### src/rtl/fifo_pkg.sv
// Shared async-FIFO definitions: default sizing plus the Gray/binary helpers
// used by both the read-side and write-side pointer controllers.
package fifo_pkg;

  localparam int FIFO_ADDR_WIDTH = 4;
  localparam int PTR_W           = FIFO_ADDR_WIDTH + 1;

  // Helpers work on a wide container; callers size-cast to their pointer width.
  localparam int CODE_W = 32;
  typedef logic [CODE_W-1:0] code_t;

  function automatic code_t bin2gray(input code_t bin);
    return bin ^ (bin >> 1);
  endfunction

  function automatic code_t gray2bin(input code_t gray);
    code_t bin;
    bin[CODE_W-1] = gray[CODE_W-1];
    for (int i = CODE_W - 2; i >= 0; i--) begin
      bin[i] = bin[i+1] ^ gray[i];
    end
    return bin;
  endfunction

endpackage

### src/rtl/rd_ctrl_gen_gray2bin.sv
// Combinational Gray-to-binary converter of parametrised width; bit i of the
// result is the XOR of Gray bits [WIDTH-1:i].
module gray2bin
  import fifo_pkg::*;
#(
  parameter int WIDTH = PTR_W
) (
  input  logic [WIDTH-1:0] i_gray,
  output logic [WIDTH-1:0] o_bin
);

  assign o_bin = WIDTH'(fifo_pkg::gray2bin(code_t'(i_gray)));

endmodule

### src/rtl/rd_ctrl_gen.sv
// Read-side async-FIFO controller: binary RAM address, registered Gray read
// pointer, registered empty/almost-empty/level, and underflow detection.
module rd_ctrl_gen
  import fifo_pkg::*;
#(
  parameter int ADDR_WIDTH      = FIFO_ADDR_WIDTH,
  parameter int ALMOST_EMPTY_TH = 2
) (
  input  logic                  rd_clk,
  input  logic                  rd_rst,
  input  logic                  rd_inc,
  input  logic                  rd_err_clr,
  input  logic [ADDR_WIDTH:0]   sync_wr_ptr_gray,
  output logic [ADDR_WIDTH:0]   rd_ptr_gray,
  output logic [ADDR_WIDTH-1:0] rd_addr,
  output logic                  rd_empty,
  output logic                  rd_almost_empty,
  output logic [ADDR_WIDTH:0]   rd_level,
  output logic                  rd_underflow,
  output logic                  rd_underflow_sticky
);

  localparam int              PW    = ADDR_WIDTH + 1;
  localparam logic [PW-1:0]   AE_TH = PW'(ALMOST_EMPTY_TH);

  logic [PW-1:0] r_ptr_bin;
  logic [PW-1:0] r_ptr_gray;
  logic          r_empty;
  logic          r_almost_empty;
  logic [PW-1:0] r_level;
  logic          r_underflow;
  logic          r_underflow_sticky;

  logic          w_rd_acc;
  logic          w_underflow;
  logic [PW-1:0] w_ptr_bin_nxt;
  logic [PW-1:0] w_ptr_gray_nxt;
  logic [PW-1:0] w_wr_ptr_bin;
  logic [PW-1:0] w_level_nxt;

  gray2bin #(.WIDTH(PW)) u_wr_g2b (
    .i_gray (sync_wr_ptr_gray),
    .o_bin  (w_wr_ptr_bin)
  );

  // Accept is gated by the registered flag so a read can never pass the last
  // entry; the flag already accounts for any read accepted on the prior edge.
  assign w_rd_acc       = rd_inc & ~r_empty;
  assign w_underflow    = rd_inc &  r_empty;
  assign w_ptr_bin_nxt  = r_ptr_bin + PW'(w_rd_acc);
  assign w_ptr_gray_nxt = PW'(bin2gray(code_t'(w_ptr_bin_nxt)));
  // Modular subtraction keeps the level right across the pointer wrap.
  assign w_level_nxt    = w_wr_ptr_bin - w_ptr_bin_nxt;

  // NOTE: state uses non-blocking assignments so every flop samples the
  // pre-edge values; blocking here would chain updates within one edge.
  always_ff @(posedge rd_clk or posedge rd_rst) begin
    if (rd_rst) begin
      r_ptr_bin          <= '0;
      r_ptr_gray         <= '0;
      r_empty            <= 1'b1;
      r_almost_empty     <= 1'b1;
      r_level            <= '0;
      r_underflow        <= 1'b0;
      r_underflow_sticky <= 1'b0;
    end else begin
      r_ptr_bin      <= w_ptr_bin_nxt;
      r_ptr_gray     <= w_ptr_gray_nxt;
      r_empty        <= (w_ptr_gray_nxt == sync_wr_ptr_gray);
      r_almost_empty <= (w_level_nxt <= AE_TH);
      r_level        <= w_level_nxt;
      r_underflow    <= w_underflow;
      // A new underflow outranks a simultaneous clear.
      if (w_underflow) begin
        r_underflow_sticky <= 1'b1;
      end else if (rd_err_clr) begin
        r_underflow_sticky <= 1'b0;
      end
    end
  end

  assign rd_ptr_gray         = r_ptr_gray;
  assign rd_addr             = r_ptr_bin[ADDR_WIDTH-1:0];
  assign rd_empty            = r_empty;
  assign rd_almost_empty     = r_almost_empty;
  assign rd_level            = r_level;
  assign rd_underflow        = r_underflow;
  assign rd_underflow_sticky = r_underflow_sticky;

endmodule

### config.mk
export PLATFORM = sky130hd
export DESIGN_NAME = rd_ctrl_gen
export DESIGN_NICKNAME = d
export VERILOG_FILES = /design/src/rtl/fifo_pkg.sv /design/src/rtl/rd_ctrl_gen_gray2bin.sv /design/src/rtl/rd_ctrl_gen.sv
export SDC_FILE = /design/constraint.sdc
export NUM_CORES = 1
export LEC_CHECK = 0
export CORE_MARGIN = 8
export CORE_UTILIZATION = 45
export DETAILED_ROUTE_END_ITERATION = 7
export PLACE_DENSITY = 0.86
export SETUP_SLACK_MARGIN = 0.05
export SLEW_MARGIN = 10
export SYNTH_ARGS = -nofsm -noshare
export SYNTH_HDL_FRONTEND = slang
export SYNTH_SLANG_ARGS = --single-unit
### constraint.sdc
create_clock -name rd_clk -period 5.2 [get_ports rd_clk]
set_input_delay 0.78 -clock rd_clk [delete_from_list [all_inputs] [get_ports rd_clk]]
set_output_delay 0.78 -clock rd_clk [all_outputs]
set_load 0.05 [all_outputs]
### Word level (Yosys, flattened, before mapping)

Cells that the tools add are included.

* input port bits: 9
* logic and storage cells: 22
* register bits: 19
* output and inout bits: 18

* order comparisons: 1
* multiplexer cells: 2
* add/subtract/negate cells: 2
* reductions and logical operators: 1
* eq/ne operators: 1
* bitwise operators: 8

Operator list (number)
* 5-bit by 1-bit adder with 5-bit output: 1
* 5-bit equality test: 1
* 5-bit by 2-bit less-or-equal comparator with 1-bit output, second input constant: 1
* 5-bit subtractor: 1
* 5-bit by 4-bit bitwise XOR with 5-bit output: 1
* 1-bit bitwise XOR: 4
* 1-bit bitwise AND: 2
* 1-bit 2-to-1 mux: 2
* 2-bit nonzero test: 1
* 1-bit inverter: 1

### Logic depth before layout (Yosys ltp)

Gate-level depths: netlist (run 1).

* word-level depth: 6
* mapped depth: 9
* mapped depth without buffers: 9

### By module

Synthesis (run 1) repeated with hierarchy kept, for this count alone.

* cells, all modules: 86
* area, all modules: 1023.5 um^2

By module, submodules not included
* rd_ctrl_gen: area each 950.9 um^2, times used 1, cells each 80, sequential area each 452.9 um^2
* gray2bin: area each 72.6 um^2, times used 1, cells each 6, sequential area each 0.0 um^2

### Worst setup path after synthesis (run 1)

OpenSTA, ideal clock, no wires.

* kind: input -> register
* start point: input sync_wr_ptr_gray[4]
* end point: register r_almost_empty, in the netlist rd_almost_empty
* buffers on the path: 0
* path slack: 2251 ps
* cell stages on the path: 9
* library setup time: 105 ps
* data required time: 5095 ps
* arrival time: 2845 ps
* cell sequence: xor3_2 xor2_1 xnor2_1 ha_1 inv_1 fa_1 a31oi_1 xnor2_1 a2111oi_2

* longest elaborated chain between the ends: 6

RTL lines
* start: declaration: RTL line rd_ctrl_gen.sv:13 `input logic [ADDR_WIDTH:0] sync_wr_ptr_gray,`
* 1-bit bitwise XOR (4 in series): RTL line fifo_pkg.sv:20 `bin[i] = bin[i+1] ^ gray[i];`
* 5-bit subtractor (*): RTL line rd_ctrl_gen.sv:53 `assign w_level_nxt = w_wr_ptr_bin - w_ptr_bin_nxt;`
* via w_level_nxt[4]: RTL line rd_ctrl_gen.sv:39 `logic [PW-1:0] w_level_nxt;`
* 5-bit by 2-bit less-or-equal comparator with 1-bit output (*): RTL line rd_ctrl_gen.sv:70 `r_almost_empty <= (w_level_nxt <= AE_TH);`
* end signal: assignment: RTL line rd_ctrl_gen.sv:70
* end: declaration: RTL line rd_ctrl_gen.sv:29 `logic r_almost_empty;`

Mark *: on every way through the listed nets, which the timed path passes. The rest lies on a longest branch.
A chain may end at the register's enable or synchronous reset.

### Worst setup path after layout (run 1)

Same ends and word-level chain as after synthesis.

==> reports/results.ini, run 1 <==
[outcome]
status=complete, no violations

[critical_path]
critPathArrivalTime_ns=3.67
reg2reg_setup_slack_ns=2.65
timing.rr.start=rd_empty
end_kind=flop
worstReg2RegEnd=rd_almost_empty
path_class=in -> reg
critPathLaunchType=input port
reg2regPathDepth=9
cp_data_required_time_ns=5.38
worstPathMaxFanout=3

[finish]
drive_above_1_share=0.06863
finalNetCount=120
area_growth_pct=31.88
num_antenna_cells=0

[yosys]
seq_area_frac_synth=0.4788
syn_inst=75
synth_fa_ha_area_frac=0.1005
synth_mux_area_frac=0
ys_warn_count=0
synthXorXnorAreaFrac=0.2460
synth_fp_nets=91
synth_top_area_cell=dfrtp_1
yosysMostFrequentCell=dfrtp_1
ys_types=22
synth_top_family_by_area=XOR/XNOR gates
synth.area.top_cells=dfrtp_1 (42%), xnor2_1 (14%), ha_1 (7.9%)
syn_avg_cell_area_um2=12.61
synthSimpleGateAreaFrac=0.06085
ys_async_sr_fraction=1.000
syn_area_um2=945.9
synth_seq_cells=18
synth-edff-count=0
synth_top_area_share=0.4233
synth_commonest_cells=dfrtp_1 (16), xnor2_1 (15), inv_1 (8)
synth_compound_area_frac=0.06614
synth-main-ff-cell=dfrtp_1

[placement]
hpwl_um=1468
portBuffers=26
place_congestion=0.7359

[cts]
clock-sinks=18
htreeDepth=1
hold_buffers=0
post_cts_resized=0
clock_latency_ns=0.28
root_buffer=clkbuf_4
clk_pin_slew_ns=0.09
numCtsBuffers=3
post_cts_buffers=0
clk_path_buf_depth=2
cts_tree=built

[sta]
slew_viol_final=0
hold_viol=0
finalSetupViolations=0
worst_pin_slew_ns=0.6507
finClkSkew_ns=0.001970
slew_headroom=0.5657
finalSetupTns_ns=0
fin_crit_sh=0.6699
rsz0062_at_grt=no
clock.fmax_mhz=287.0
period_needed_ns=3.484

[drt]
dr.pass1.iters=2
routedWlPerCell_um=13.80
drc=0
drt.antenna.violating_nets=0
vias=611
drt_iter0_drc=4
detail_route.wirelength_um=1780
routed_via_density=4.736

[floorplanning]
num_rows=16
io_pins=27
core_um2=1982
die_area_um2=3825
die_y_um=61.85
initial_core_util=0.4773
die_w_um=61.85

[global_route]
antenna_found_initial=0
grtUsageTotal=0.1113
grt_max_degree=19
grt_pass1_wl_um=3001
grt_pass1_vias=622
grt.overflow.total=0

[worst_hold_path]
min_path_type=reg -> reg
hold_path_end=rd_underflow_sticky
min_delay_path_depth=1
hold_start=rd_underflow_sticky

[job]
cap_viol_max_count=0

==> placed cells by master (no fill, tap or decap), drive strengths merged <==
| master | instances |
|---|---|
| a21oi | 2 |
| dfrtp | 16 |
| clkdlybuf4s50 | 26 |
| and2 | 1 |
| fa | 1 |
| clkbuf | 3 |
| xor3 | 2 |
| dfstp | 2 |
| xor2 | 6 |
| a21o | 3 |
| and3b | 1 |
| nand4 | 1 |
| nor2b | 2 |
| nand2 | 1 |
| xnor2 | 15 |
| nand3 | 2 |
| a31oi | 1 |
| and4b | 1 |
| inv | 8 |
| a311oi | 1 |
| ha | 6 |
| a2111oi | 1 |
==> layer usage <==
| metal | share of wire | wire (um) | up-vias | GRT usage |
|---|---|---|---|---|
| li1 | - | - | 300 | - |
| met1 | 0.44 | 784 | 290 | 0.1369 |
| met2 | 0.46 | 819 | 17 | 0.1640 |
| met3 | 0.063 | 112 | 4 | 0.01852 |
| met4 | 0.035 | 63 | 0 | 0.09740 |
| met5 | 0 | 0 | - | 0 |
==> worst max-delay path by stage <==
stage | start | depth (start not counted) | endpoint | slack [ns]
after detailed placement | sync_wr_ptr_gray[4] | 10 | rd_almost_empty | 1.41
after global placement | sync_wr_ptr_gray[4] | 10 | rd_almost_empty | 1.61
after global routing | sync_wr_ptr_gray[4] | 10 | rd_almost_empty | 1.52
after floorplan | sync_wr_ptr_gray[4] | 9 | rd_almost_empty | 2.25
after CTS | sync_wr_ptr_gray[4] | 10 | rd_almost_empty | 1.71
final | sync_wr_ptr_gray[4] | 10 | rd_almost_empty | 1.72
==> critical path: stages <==
cell,delay [ns]
clkdlybuf4s50_1,0.53
xor3_2,0.50
xor2_1,0.33
xnor2_1,0.19
ha_1,0.19
inv_1,0.07
fa_1,0.40
a31oi_1,0.19
xnor2_1,0.12
a2111oi_2,0.37
==> state kept, by name (all words and copies together), names as in the netlist <==
name,cells
rd_almost_empty,1
rd_level,5
r_ptr_bin,5
rd_ptr_gray,4
rd_underflow,1
rd_empty,1
rd_underflow_sticky,1
==> metrics by stage <==
step	utilization	hold WS (ns)	cell area, um2	setup slack [ns]	instances
after CTS	0.6294	0.4970	1247	1.710	129
after global placement	0.6181	0.4619	1225	1.612	126
after floorplan	-	0.6610	945.9	2.251	75
final	0.6294	0.4904	1247	1.716	129
after global routing	0.6294	0.5285	1247	1.521	129
after detailed placement	0.6181	0.4770	1225	1.407	126
==> final cells by class <==
cell class              instances  area [um2]
multi-input cells              47       447.9
fillers                       167       734.5
well taps                      27       33.78
inverters                       8       30.03
clock buffers                   3       22.52
repair buffers                 26       260.3
flip-flops and latches         18       452.9
==> kinds of logic after synthesis <==
kind of cell	Yosys count
adder cells (fa/ha/maj)	7
AO/OA/AOI/OAI	8
XOR/XNOR	23
buffers and inverters	10
flip-flops	18
AND/OR/NAND/NOR	9
Power of run 1 is left out: the tool's default activity adds up to more than one toggle a clock period on the data nets, which glitch-free logic cannot reach.
==> inputs of run 2 (changes only) <==
Settings changed: CORE_UTILIZATION 45 to 41, PLACE_DENSITY 0.86 to 0.83.
Clock period 5.2 ns to 3.2 ns, I/O delays scaled along.
==> reports/results.ini, run 2 (synthesized netlist as in run 1, its figures left out) <==
[sta]
slew_headroom=0.5694  ; +0.003675
clock.fmax_mhz=346.2
finalSetupViolations=0  ; unchanged
rsz0062_at_grt=no
hold_viol=0  ; unchanged
finClkSkew_ns=0.0007094  ; -0.001261 ns
fin_crit_sh=0.9027
worst_pin_slew_ns=0.6452  ; -0.005506 ns
period_needed_ns=2.889
slew_viol_final=0  ; unchanged
finalSetupTns_ns=0  ; unchanged

[floorplanning]
die_area_um2=4100  ; +7.2%
io_pins=27  ; unchanged
num_rows=17  ; +1
die_y_um=64.03  ; +3.5%
initial_core_util=0.4318  ; -0.04552
core_um2=2191  ; +11%
die_w_um=64.03  ; +3.5%

[worst_hold_path]
hold_start=rd_underflow_sticky
min_path_type=reg -> reg

[drt]
detail_route.wirelength_um=1755  ; -1.4%
routedWlPerCell_um=13.10  ; -5.1%
routed_via_density=4.784  ; +1.0%
vias=641  ; +4.9%
dr.pass1.iters=2  ; unchanged
drc=0  ; unchanged
drt_iter0_drc=3  ; -1
drt.antenna.violating_nets=0  ; unchanged

[cts]
numCtsBuffers=3  ; unchanged
post_cts_resized=0  ; unchanged
hold_buffers=0  ; unchanged
clock_latency_ns=0.28  ; about the same
clock-sinks=18  ; unchanged
htreeDepth=1  ; unchanged
clk_pin_slew_ns=0.09  ; about the same
clk_path_buf_depth=2  ; unchanged
cts_tree=built
root_buffer=clkbuf_4
post_cts_buffers=0  ; unchanged

[critical_path]
cp_data_required_time_ns=3.38  ; -2.00 ns
path_class=in -> reg
critPathLaunch=sync_wr_ptr_gray[4]
worstPathMaxFanout=3  ; unchanged
critPathLaunchType=input port
end_kind=flop
critPathArrivalTime_ns=3.07  ; -0.60 ns
timing.rr.start=rd_empty

[finish]
finish.utilization=0.5837  ; -0.04575
finalNetCount=124  ; +3.3%
drive_above_1_share=0.1038  ; +0.03515
area_growth_pct=35.19
multi_input_area_um2=447.9  ; unchanged
final_common_cell=clkdlybuf4s50_1
fin_area_um2=1279  ; +2.5%
seq_area_um2=452.9  ; unchanged
final_cell_mix=clkdlybuf4s50_1 (26), dfrtp_1 (16), xnor2_1 (15)
fillerInstances=174  ; +4.2%
num_antenna_cells=0  ; unchanged

[global_route]
grt_max_degree=19  ; unchanged
grt_pass1_wl_um=2870  ; -4.4%
use_met1=0.09761  ; -0.03931
grtUsageMet2=0.1355  ; -0.02845
antenna_found_initial=0  ; unchanged
grt.overflow.total=0  ; unchanged
grt_pass1_vias=626  ; +0.64%
grtUsageMet3=0.03136  ; +0.01284
grtUsageTotal=0.08691  ; -0.02444
grt_most_used_layer=met2

[outcome]
status=complete, no violations

[placement]
place_congestion=0.7759  ; +5.4%
portBuffers=26  ; unchanged
hpwl_um=1460  ; -0.55%
post_dp_cell_area_um2=1256  ; +2.6%

[job]
cap_viol_max_count=0  ; unchanged

run 2: cell count changes in the layout (fill, tap and decap cells not counted), sizes merged:
cell,previous run,this run
buf,0,4
run 2: metrics by stage:
step | hold WS [ns] | std cells | setup slack, ns
floorplan | 0.4171 | 75 | 0.5507
global placement | 0.4649 | 131 | 0.09622
detailed placement | 0.4788 | 131 | 0.02018
CTS | 0.5001 | 134 | 0.3041
global route | 0.5257 | 134 | 0.08671
finish | 0.4921 | 134 | 0.3113
run 2: worst paths after layout:
kind | end | slack, ns | cells past startpoint
max in group asynchronous | r_ptr_bin[3] | 2.20 | 2
setup reg to reg | rd_almost_empty | 0.77 | 9
min in group asynchronous | rd_ptr_gray[0] | 0.59 | 2
hold / removal | rd_underflow_sticky | 0.49 | 1
hold reg to reg | rd_underflow_sticky | 0.49 | 1
setup / recovery | rd_almost_empty | 0.31 | 10
run 2: final cells by class:
cell class              instances  share of cell area
clock buffers                   3             0.01761
inverters                       8             0.02348
multi-input cells              47              0.3503
flip-flops and latches         18              0.3542
well taps                      28             0.02740
repair buffers                 30              0.2270
run 2: worst max-delay path, stage by stage:
cell and delay [ns]:
clkdlybuf4s50_1 0.48, xor3_2 0.48, xor2_1 0.22, xnor2_1 0.15
ha_1 0.16, inv_1 0.05, fa_1 0.40, a31oi_1 0.18
xnor2_1 0.12, a2111oi_2 0.34
run 2: layer usage:
layer | up-vias | routed length (um)
li1 | 309 | -
met1 | 306 | 727
met2 | 20 | 837
met3 | 6 | 138
met4 | 0 | 51
met5 | - | 0
Power of run 2 is left out for the same reason.
